--- config.mk ---
export PLATFORM = sky130hd
export DESIGN_NAME = daric_spm_xbar
export DESIGN_NICKNAME = d
export VERILOG_FILES = /design/src/rtl/daric_xbar_pkg.sv /design/src/rtl/daric_rr_arbiter.sv /design/src/rtl/daric_spm_xbar.sv
export SDC_FILE = /design/constraint.sdc
export NUM_CORES = 1
export LEC_CHECK = 0
export CORE_AREA = 3 3 237 239
export CTS_BUF_LIST = sky130_fd_sc_hd__clkbuf_16
export DETAILED_ROUTE_END_ITERATION = 10
export DIE_AREA = 0 0 240 242
export PLACE_DENSITY_LB_ADDON = 0.05
export REMOVE_ABC_BUFFERS = 1
export SYNTH_ARGS = -nofsm -noshare
export SYNTH_HDL_FRONTEND = slang
export SYNTH_SLANG_ARGS = --single-unit
--- constraint.sdc ---
create_clock -name clk -period 4.65 [get_ports clk]
set_input_delay 1.1625 -clock clk [delete_from_list [all_inputs] [get_ports clk]]
set_output_delay 1.1625 -clock clk [all_outputs]
set_load 0.1 [all_outputs]
--- src/rtl/daric_xbar_pkg.sv ---
// rtl/daric_xbar_pkg.sv - shared constants, helper and response-tag type for the scratchpad crossbar
package daric_xbar_pkg;

    localparam int CONF_CNT_W = 16;
    // Tag LSU field is fixed-width so the struct can live in the package; covers up to 256 LSUs.
    localparam int LSU_IDX_W  = 8;

    function automatic int bsel_w(input int num_bank);
        return $clog2(num_bank);
    endfunction

    typedef struct packed {
        logic                 valid;
        logic [LSU_IDX_W-1:0] lsu;
    } rsp_tag_t;

endpackage

--- src/rtl/daric_rr_arbiter.sv ---
// rtl/daric_rr_arbiter.sv - round-robin arbiter, first requester at or after ptr wins
//   req : request vector
//   ptr : highest-priority index this cycle
//   en  : grant enable; no grant when low
//   gnt : one-hot grant (all zero when no request or en low)
module daric_rr_arbiter #(
    parameter  int N     = 4,
    localparam int PTR_W = (N > 1) ? $clog2(N) : 1
) (
    input  logic [N-1:0]     req,
    input  logic [PTR_W-1:0] ptr,
    input  logic             en,
    output logic [N-1:0]     gnt
);

    logic w_found;

    // Two passes: indices at/above ptr first, then the wrapped ones below ptr.
    always_comb begin
        gnt     = '0;
        w_found = 1'b0;
        for (int i = 0; i < N; i++) begin
            if (en && !w_found && req[i] && (i >= int'(ptr))) begin
                gnt[i]  = 1'b1;
                w_found = 1'b1;
            end
        end
        for (int i = 0; i < N; i++) begin
            if (en && !w_found && req[i] && (i < int'(ptr))) begin
                gnt[i]  = 1'b1;
                w_found = 1'b1;
            end
        end
    end

endmodule

--- src/rtl/daric_spm_xbar.sv ---
// rtl/daric_spm_xbar.sv - arbitrated LSU-to-scratchpad-bank crossbar with registered read responses
//   clk, rst      : clock, synchronous active-high reset
//   run           : gates all grants
//   lsu_req_*     : per-LSU request (valid/we/addr/wdata), ready is the combinational grant
//   lsu_rsp_*     : per-LSU read response, valid one cycle after the grant
//   bank_*        : per-bank access (en/we/row addr/wdata), bank_rdata valid cycle after en
//   conflict_cnt  : per-bank saturating loser count, only with DARIC_XBAR_CONFLICT_CNT_EN
module daric_spm_xbar
    import daric_xbar_pkg::*;
#(
    parameter int NUM_LSU  = 4,
    parameter int NUM_BANK = 4,
    parameter int DATA_W   = 32,
    parameter int ADDR_W   = 10
) (
    input  logic                                   clk,
    input  logic                                   rst,
    input  logic                                   run,
    input  logic [NUM_LSU-1:0]                     lsu_req_valid,
    input  logic [NUM_LSU-1:0]                     lsu_req_we,
    input  logic [NUM_LSU*ADDR_W-1:0]              lsu_req_addr,
    input  logic [NUM_LSU*DATA_W-1:0]              lsu_req_wdata,
    output logic [NUM_LSU-1:0]                     lsu_req_ready,
    output logic [NUM_LSU-1:0]                     lsu_rsp_valid,
    output logic [NUM_LSU*DATA_W-1:0]              lsu_rsp_data,
    output logic [NUM_BANK-1:0]                    bank_en,
    output logic [NUM_BANK-1:0]                    bank_we,
    output logic [NUM_BANK*(ADDR_W-bsel_w(NUM_BANK))-1:0] bank_addr,
    output logic [NUM_BANK*DATA_W-1:0]             bank_wdata,
    input  logic [NUM_BANK*DATA_W-1:0]             bank_rdata
`ifdef DARIC_XBAR_CONFLICT_CNT_EN
    ,
    output logic [NUM_BANK*CONF_CNT_W-1:0]         conflict_cnt
`endif
);

    localparam int BSEL_W = bsel_w(NUM_BANK);
    localparam int ROW_W  = ADDR_W - BSEL_W;
    localparam int LIDX_W = (NUM_LSU > 1) ? $clog2(NUM_LSU) : 1;

    logic [NUM_LSU-1:0] w_req [NUM_BANK];
    logic [NUM_LSU-1:0] w_gnt [NUM_BANK];
    logic [LIDX_W-1:0]  w_win_idx [NUM_BANK];
    logic               w_arb_en;

    logic [LIDX_W-1:0]  r_ptr [NUM_BANK];
    rsp_tag_t           r_tag [NUM_BANK];
    logic [DATA_W-1:0]  r_rsp_data [NUM_LSU];

    // Reset also blocks grants so nothing is issued to the banks while state is clearing.
    assign w_arb_en = run && !rst;

    always_comb begin
        for (int b = 0; b < NUM_BANK; b++) begin
            for (int i = 0; i < NUM_LSU; i++) begin
                w_req[b][i] = lsu_req_valid[i] &&
                              (lsu_req_addr[i*ADDR_W +: BSEL_W] == BSEL_W'(b));
            end
        end
    end

    for (genvar gb = 0; gb < NUM_BANK; gb++) begin : g_bank
        daric_rr_arbiter #(.N(NUM_LSU)) u_arb (
            .req (w_req[gb]),
            .ptr (r_ptr[gb]),
            .en  (w_arb_en),
            .gnt (w_gnt[gb])
        );
    end

    // Grants are one-hot per bank, so the loop leaves at most one winner's fields.
    always_comb begin
        bank_en       = '0;
        bank_we       = '0;
        bank_addr     = '0;
        bank_wdata    = '0;
        lsu_req_ready = '0;
        for (int b = 0; b < NUM_BANK; b++) begin
            w_win_idx[b] = '0;
            for (int i = 0; i < NUM_LSU; i++) begin
                if (w_gnt[b][i]) begin
                    bank_en[b]                       = 1'b1;
                    bank_we[b]                       = lsu_req_we[i];
                    bank_addr[b*ROW_W +: ROW_W]      = lsu_req_addr[i*ADDR_W+BSEL_W +: ROW_W];
                    bank_wdata[b*DATA_W +: DATA_W]   = lsu_req_wdata[i*DATA_W +: DATA_W];
                    lsu_req_ready[i]                 = 1'b1;
                    w_win_idx[b]                     = LIDX_W'(i);
                end
            end
        end
    end

    // A tag raised before reset must not surface, hence the rst term.
    always_comb begin
        lsu_rsp_valid = '0;
        lsu_rsp_data  = '0;
        for (int i = 0; i < NUM_LSU; i++) begin
            lsu_rsp_data[i*DATA_W +: DATA_W] = r_rsp_data[i];
            for (int b = 0; b < NUM_BANK; b++) begin
                if (!rst && r_tag[b].valid && (r_tag[b].lsu == LSU_IDX_W'(i))) begin
                    lsu_rsp_valid[i]                 = 1'b1;
                    lsu_rsp_data[i*DATA_W +: DATA_W] = bank_rdata[b*DATA_W +: DATA_W];
                end
            end
        end
    end

    always_ff @(posedge clk) begin
        if (rst) begin
            for (int b = 0; b < NUM_BANK; b++) begin
                r_ptr[b] <= '0;
                r_tag[b] <= '0;
            end
            for (int i = 0; i < NUM_LSU; i++) begin
                r_rsp_data[i] <= '0;
            end
        end else begin
            for (int b = 0; b < NUM_BANK; b++) begin
                if (bank_en[b]) begin
                    r_ptr[b] <= (w_win_idx[b] == LIDX_W'(NUM_LSU-1)) ? '0 : w_win_idx[b] + 1'b1;
                end
                r_tag[b].valid <= bank_en[b] && !bank_we[b];
                r_tag[b].lsu   <= LSU_IDX_W'(w_win_idx[b]);
            end
            for (int i = 0; i < NUM_LSU; i++) begin
                if (lsu_rsp_valid[i]) begin
                    r_rsp_data[i] <= lsu_rsp_data[i*DATA_W +: DATA_W];
                end
            end
        end
    end

`ifdef DARIC_XBAR_CONFLICT_CNT_EN
    localparam int SUM_W = CONF_CNT_W + 1;

    logic [CONF_CNT_W-1:0] r_conf_cnt [NUM_BANK];
    logic [CONF_CNT_W-1:0] w_conf_nxt [NUM_BANK];
    logic [SUM_W-1:0]      w_conf_sum [NUM_BANK];

    // Losers = requesters - 1 whenever run is high, since a winner always exists then.
    always_comb begin
        for (int b = 0; b < NUM_BANK; b++) begin
            w_conf_sum[b] = {1'b0, r_conf_cnt[b]};
            w_conf_nxt[b] = r_conf_cnt[b];
            if (run && ($countones(w_req[b]) > 1)) begin
                w_conf_sum[b] = {1'b0, r_conf_cnt[b]} + SUM_W'($countones(w_req[b]) - 1);
                w_conf_nxt[b] = w_conf_sum[b][CONF_CNT_W] ? '1 : w_conf_sum[b][CONF_CNT_W-1:0];
            end
        end
    end

    always_ff @(posedge clk) begin
        if (rst) begin
            for (int b = 0; b < NUM_BANK; b++) begin
                r_conf_cnt[b] <= '0;
            end
        end else begin
            for (int b = 0; b < NUM_BANK; b++) begin
                r_conf_cnt[b] <= w_conf_nxt[b];
            end
        end
    end

    for (genvar gc = 0; gc < NUM_BANK; gc++) begin : g_conf
        assign conflict_cnt[gc*CONF_CNT_W +: CONF_CNT_W] = r_conf_cnt[gc];
    end
`endif

endmodule

==> results of run 1 <==
==> cells in the mapped netlist (2+ instances only) <==
master | number | area, um^2
and2_1 | 99 | 619
buf_1 | 12 | 45.0
mux2i_1 | 128 | 1280
inv_1 | 12 | 45.0
a221oi_1 | 41 | 359
nand3_1 | 10 | 50.1
and4b_1 | 3 | 30.0
and3_1 | 3 | 18.8
buf_2 | 37 | 185
o21bai_1 | 2 | 15.0
o31a_1 | 2 | 17.5
a211o_1 | 2 | 17.5
nand4_1 | 4 | 25.0
a21oi_1 | 461 | 2310
a211oi_1 | 161 | 1210
nand2b_1 | 14 | 87.6
or4_1 | 4 | 30.0
buf_4 | 6 | 45.0
a222oi_1 | 83 | 831
edfxtp_1 | 136 | 4080
nand4bb_1 | 2 | 22.5
a31oi_1 | 4 | 25.0
nor3_1 | 10 | 50.1
nor2_1 | 425 | 1600
a22oi_1 | 40 | 300
nor4bb_1 | 2 | 20.0
or2_2 | 10 | 62.6
nand2_1 | 63 | 236
a21boi_1 | 2 | 15.0
dfxtp_1 | 12 | 240
o21ai_0 | 7 | 35.0
nor4_1 | 2 | 12.5
clkbuf_1 | 157 | 589
or3_1 | 9 | 56.3
or2_1 | 4 | 25.0
nor3b_1 | 9 | 67.6
nor2b_1 | 3 | 18.8
o21a_1 | 4 | 30.0
nand4b_1 | 3 | 26.3
nand3b_1 | 3 | 22.5
==> power breakdown <==
part	leakage [nW]	internal [W]	total (W)	switching (W)
clock network	0.294	0.000773	0.00139	0.000613
logic	9.71	0.00132	0.00346	0.00215
registers	1.51	0.00154	0.00158	0.0000387
total	11.5	0.00363	0.00643	0.00280
==> placed cells by master, fill, tap and decap left out, types with 57 or more instances in the layout <==
master           count
nor2_1             423
clkdlybuf4s50_1    292
a21oi_1            421
a211oi_1           161
and2_1              98
a222oi_1            83
nand2_1             57
buf_4              299
mux2i_1            128
buf_12             363
edfxtp_1           136
==> layer usage <==
metal	vias to the layer above	global-route usage, %	part of all wire [%]
li1	9345	-	-
met1	9961	38.8	38
met2	1236	53.6	48
met3	209	7.72	9.1
met4	6	14.6	4.2
met5	-	0	0.043
==> metrics by stage <==
stage / power [W] / area (um^2) / setup TNS (ns)
2_1_floorplan: 0.00330 / 14200 / -1504.22
3_3_place_gp: 0.00499 / 27900 / -61.35
3_5_place_dp: 0.00500 / 27900 / -69.64
4_1_cts: 0.00644 / 29200 / -0.0375
5_1_grt: 0.00661 / 29300 / 0
6_report: 0.00643 / 29300 / 0
==> sequential cells by signal (all words and copies together), names as in the netlist <==
name and flops:
r_ptr 8, r_rsp_data 128, r_tag 12
==> worst max-delay path, cell delays in order <==
cell and delay, ns:
dlygate4sd2_1 0.28, nand3b_1 0.14, buf_4 0.14, a211oi_1 0.06, buf_4 0.17, or4_4 0.63, buf_16 0.22, a21oi_1 0.32
buf_12 0.22
==> logic make-up (layout without fill, tap and decap cells) <==
logic type | count (synthesis) | count (layout) | share of synthesized area (%)
compound gates | 830 | 830 | 35.7
simple gates | 692 | 692 | 21.1
buf+inv | 225 | 1043 | 6.09
flops | 148 | 148 | 28.6
mux | 128 | 128 | 8.48
other cells | 0 | 18 | 0
==> worst max path at each step <==
stage	slack (ns)	end	startpoint
2_1_floorplan	-4.89	lsu_rsp_data[31]	rst
3_3_place_gp	-0.49	bank_wdata[16]	rst
3_5_place_dp	-0.53	bank_wdata[16]	rst
4_1_cts	-0.03	bank_wdata[16]	lsu_req_addr[0]
5_1_grt	0.007	bank_we[2]	lsu_req_addr[1]
6_report	0.06	bank_wdata[104]	lsu_req_addr[20]
==> timing repair <==
action / 4_1_cts / 5_1_grt
setup buffers: 22 / 5
gates cloned: 9 / 0
hold endpoints to repair: 0 / 0
pin swaps: 42 / 27
resized for setup: 102 / 49
setup endpoints to repair: 293 / 171
==> cell type report <==
cell class                 count  area (um^2)
clock buffer                  20          500
antenna                       18         45.0
clock inverter                12         70.1
inverter                      12         48.8
fill                        4910        24700
timing repair buffer         999        13000
multi-input combinational   1650        10400
sequential                   148         4320
tap                          696          871
==> flow_summary.json, run 1 <==
{
  "run_status": "finished with violations",
  "violations_in_the_final_reports": "design-rule violations",
  "drv_slew": 0,
  "rr_endpoint": "r_ptr[2][1]",
  "syn_area_per_cell_um2": 7.47,
  "num_io_pins": 611,
  "min_delay_path_depth": 3,
  "post_drt_wl_per_cell_um": 27.4,
  "dp.final_hpwl_um": 69700,
  "drt_drc_violations_left": 6,
  "holdCritStartpoint": "r_ptr[0][0]",
  "cts_max_level": 4,
  "std_cell_rows": 85,
  "power.leakage_nw": 11.5,
  "tritoncts.num_buffers": 17,
  "worst_ep_arrival_time_ns": 3.43,
  "synth_cells": 2023,
  "cts-hold-fix-buffers": 0,
  "clk_path_buf_depth": 2,
  "rsz0062_at_grt": "false",
  "critical_path.max_fanout": 41,
  "slew_at_the_pin_closest_to_its_max_slew_limit_ns": 0.622,
  "buffer_type_at_the_clock_tree_root": "clkbuf_16",
  "worst_hold_path.endpoint": "r_tag[0][0]",
  "grt_max_degree": 66,
  "core_region_area_um2": 54000,
  "period_share_pct": 98.7,
  "power-per-cell-area_nw_per_um2": 219,
  "post_synth_num_cell_types": 72,
  "gr-total-overflow": 0,
  "worstRegToRegCells": 8,
  "finish.net_count": 3135,
  "skew_ns": 0.00623,
  "syn2layout_area_growth_pct": 94.1,
  "critical_path_required_ns": 3.49,
  "layout.core_utilization_pct": 54.3,
  "antenna_violations_before_repair": 22,
  "floorplan.die.height_um": 242,
  "post_layout_nonfiller_instances": 3555,
  "routed-via-count": 20800,
  "postSynth.topFlopCell": "edfxtp_1",
  "buffer_ports.inserted": 610,
  "synth_sequential_area_ratio_pct": 28.6,
  "fp.dieArea_um2": 58100,
  "finalHoldViolations": 0,
  "endpoint_kind": "output pin",
  "critPathLaunchType": "primary input",
  "vdd.ir_drop.worst_mv": 0.261,
  "grt_first_pass_wirelength_um": 140000,
  "synth.ff_latch_count": 148,
  "setup-violations-final": 0,
  "postRouteWirelength_um": 97200,
  "relSlewSlack_pct": 58.6,
  "cts_tree": "built",
  "dr.first_iter.drc_count": 2719,
  "regToRegSetupSlack_ns": 1.96,
  "gpl.final_weighted_congestion": 0.974,
  "drv_cap": 0,
  "grt.total_usage_pct": 32.1,
  "hold_path_class": "reg -> reg",
  "ant_nets": 0,
  "min_period_ns": 4.59,
  "holdWs_ns": 0.905,
  "clkLatencyLatePin_ns": 0.45,
  "max_clock_freq_mhz": 218,
  "synth-async-reset-ratio_pct": 0,
  "first_pass_iters": 11,
  "vias_per_std_cell": 5.84,
  "worst_setup_hold_path_clk_slew_ns": 0.06,
  "numClockSinks": 148,
  "dpl_worst_slack_ns": -0.530,
  "worst_r2r_src": "r_ptr[2][1]",
  "die_w_um": 240,
  "final_layout_size_suffix_gt1_share_pct": 30.1,
  "placed_cells_incl_taps": 3470,
  "initial_core_util_pct": 28.0,
  "grt_pass1_vias": 20600,
  "post_synth_instance_area_um2": 15100,
  "finalWorstSetupSlack_ns": 0.0615,
  "timing.setup.critical_path_class": "in -> out",
  "count_of_flip_flops_with_a_built_in_enable_after_synthesis": 136,
  "synthesis.yosys.warnings": 0
}
No activity file was read; power rests on OpenSTA's default activity.
==> inputs of run 2 (changes only) <==
CORE_AREA = 3 3 238 240   (was 3 3 237 239)
DIE_AREA = 0 0 241 243   (was 0 0 240 242)
DONT_BUFFER_PORTS = 1   (was default)
MAX_ROUTING_LAYER = met4   (was default)
==> flow_summary.json, run 2 (same netlist as run 1, synthesis figures left out) <==
{
  "run_status": "finished clean",
  "regMostFlops": "r_rsp_data",
  "finish.net_count": 2533,
  "cts_max_level": 4,
  "layout.core_utilization_pct": 41.5,
  "dpl_worst_slack_ns": -0.105,
  "cts_resized": 0,
  "period_share_pct": 98.3,
  "vias_per_std_cell": 6.08,
  "ant_nets": 0,
  "buffer_type_at_the_clock_tree_root": "clkbuf_16",
  "most-common-layout-cells": "nor2_1 (423), a21oi_2 (288), buf_12 (215)",
  "endpoint_kind": "output pin",
  "clkLatencyLatePin_ns": 0.44,
  "first_pass_iters": 10,
  "rsz0062_at_grt": "false",
  "skew_ns": 0.00980,
  "critPathLaunchType": "primary input",
  "critical_path.max_fanout": 31,
  "syn2layout_area_growth_pct": 50.5,
  "hold_path_class": "reg -> reg",
  "drv_cap": 0,
  "critical_path.n_buffers_inverters": 2,
  "die_w_um": 241,
  "vdd.ir_drop.worst_mv": 0.175,
  "timing.setup.critical_path_class": "in -> out",
  "grt.total_usage_pct": 31.4,
  "finalHoldViolations": 0,
  "relSlewSlack_pct": 51.6,
  "drt_drc_violations_left": 0,
  "floorplan.die.height_um": 243,
  "power.leakage_nw": 8.17,
  "clk_path_buf_depth": 2,
  "final_layout_size_suffix_gt1_share_pct": 34.5,
  "grt_first_pass_wirelength_um": 132000,
  "dr.first_iter.drc_count": 1941,
  "standard_cell_area_after_detailed_placement_um2": 22100,
  "buffer_ports.inserted": 0,
  "grt_max_degree": 66,
  "postRouteWirelength_um": 92400,
  "gr-total-overflow": 0,
  "timing.critical_path.max_delay_family": "simple AND/OR/NAND/NOR gates",
  "crit_path_cell_trace": "and4b_1 > nand2_1 > nor3_2 > o2bb2ai_4 > buf_4 > a222oi_1 > a21oi_2 > buf_12",
  "num_io_pins": 611,
  "slew_at_the_pin_closest_to_its_max_slew_limit_ns": 0.726,
  "std_cell_rows": 86,
  "numClockSinks": 148,
  "worst_ep_arrival_time_ns": 3.41,
  "biggestRegsByFlops": "r_rsp_data: 128 flops, r_tag: 12 flops, r_ptr: 8 flops",
  "grt_pass1_vias": 17800,
  "finalWorstSetupSlack_ns": 0.0783,
  "setup-violations-final": 0,
  "post_cts.repair.setup_buffers": 4,
  "cts_tree": "built",
  "worst_setup_hold_path_clk_slew_ns": 0.06,
  "critical_path_required_ns": 3.49,
  "cts-hold-fix-buffers": 0,
  "standard_cell_with_the_maximum_stage_delay_on_the_critical_path": "a222oi_1",
  "max_clock_freq_mhz": 219,
  "min_period_ns": 4.57,
  "critical-path-max-stage-delay_ns": 0.47,
  "power-per-cell-area_nw_per_um2": 248,
  "core_region_area_um2": 54900,
  "holdWs_ns": 0.938,
  "antenna_violations_before_repair": 1,
  "final_common_cell": "nor2_1",
  "gpl.final_weighted_congestion": 0.981,
  "post_drt_wl_per_cell_um": 31.4,
  "power.total_w": 0.00564,
  "drv_slew": 0,
  "layout.cell_area.non_filler_um2": 22800,
  "dp.final_hpwl_um": 67300,
  "initial_core_util_pct": 27.5,
  "fp.dieArea_um2": 58600,
  "tritoncts.num_buffers": 17,
  "routed-via-count": 17900,
  "largest_reg_flops": 128
}
-- run 2: changes by cell type in the layout (fill, tap and decap cells not counted), sizes merged --
cell / change
buf: -297
clkdlybuf4s50: -292
diode: -17
clkbuf: -5
dlygate4sd2: -3
clkinv: -2
clkinvlp: -2
bufbuf: -1
bufinv: +1
clkdlybuf4s15: -1
dlymetal6s2s: -1
inv: +1
-- run 2: metal layers --
metal	GRT usage [%]	wire, um
met5	-	0
met1	35.5	34800
met4	11.8	3750
met3	9.82	9200
met2	51.7	44600
-- run 2: report_power, final --
group,switching [W],internal [W],total (W)
combinational,0.00184,0.000710,0.00255
sequential,0.0000365,0.00154,0.00158
clock,0.000614,0.000896,0.00151
total,0.00250,0.00315,0.00564
-- run 2: path summary, 6_finish.rpt --
kind	start	slack (ns)	cells after the start	end
max	rst	0.08	8	bank_wdata[118]
max reg2reg	r_tag[1][0]	1.71	7	r_rsp_data[2][14]
min	r_ptr[1][0]	0.94	2	r_tag[1][0]
min reg2reg	r_ptr[1][0]	0.94	2	r_tag[1][0]
-- run 2: worst register-to-register path: cells and delay by family, from the launching register on --
| family | cells | cell delay [ns] |
|---|---|---|
| flops | 1 | 0.46 |
| buf+inv | 3 | 1.22 |
| simple gates | 4 | 1.02 |
-- run 2: area by class of cell --
class | instances | area (um^2)
multi-input cells | 1650 | 11200
inverters | 12 | 45.0
well taps | 704 | 881
diodes | 1 | 2.50
clock inverters | 10 | 85.1
fillers | 5431 | 32100
flip-flops and latches | 148 | 4320
repair buffers | 397 | 5670
clock buffers | 22 | 551
-- run 2: metrics by stage --
stage	TNS, ns	instances
6_report	0	2944
5_1_grt	0	2944
4_1_cts	0	2943
3_5_place_dp	-0.348	2907
3_3_place_gp	-0.119	2907
2_1_floorplan	-1504.22	1810
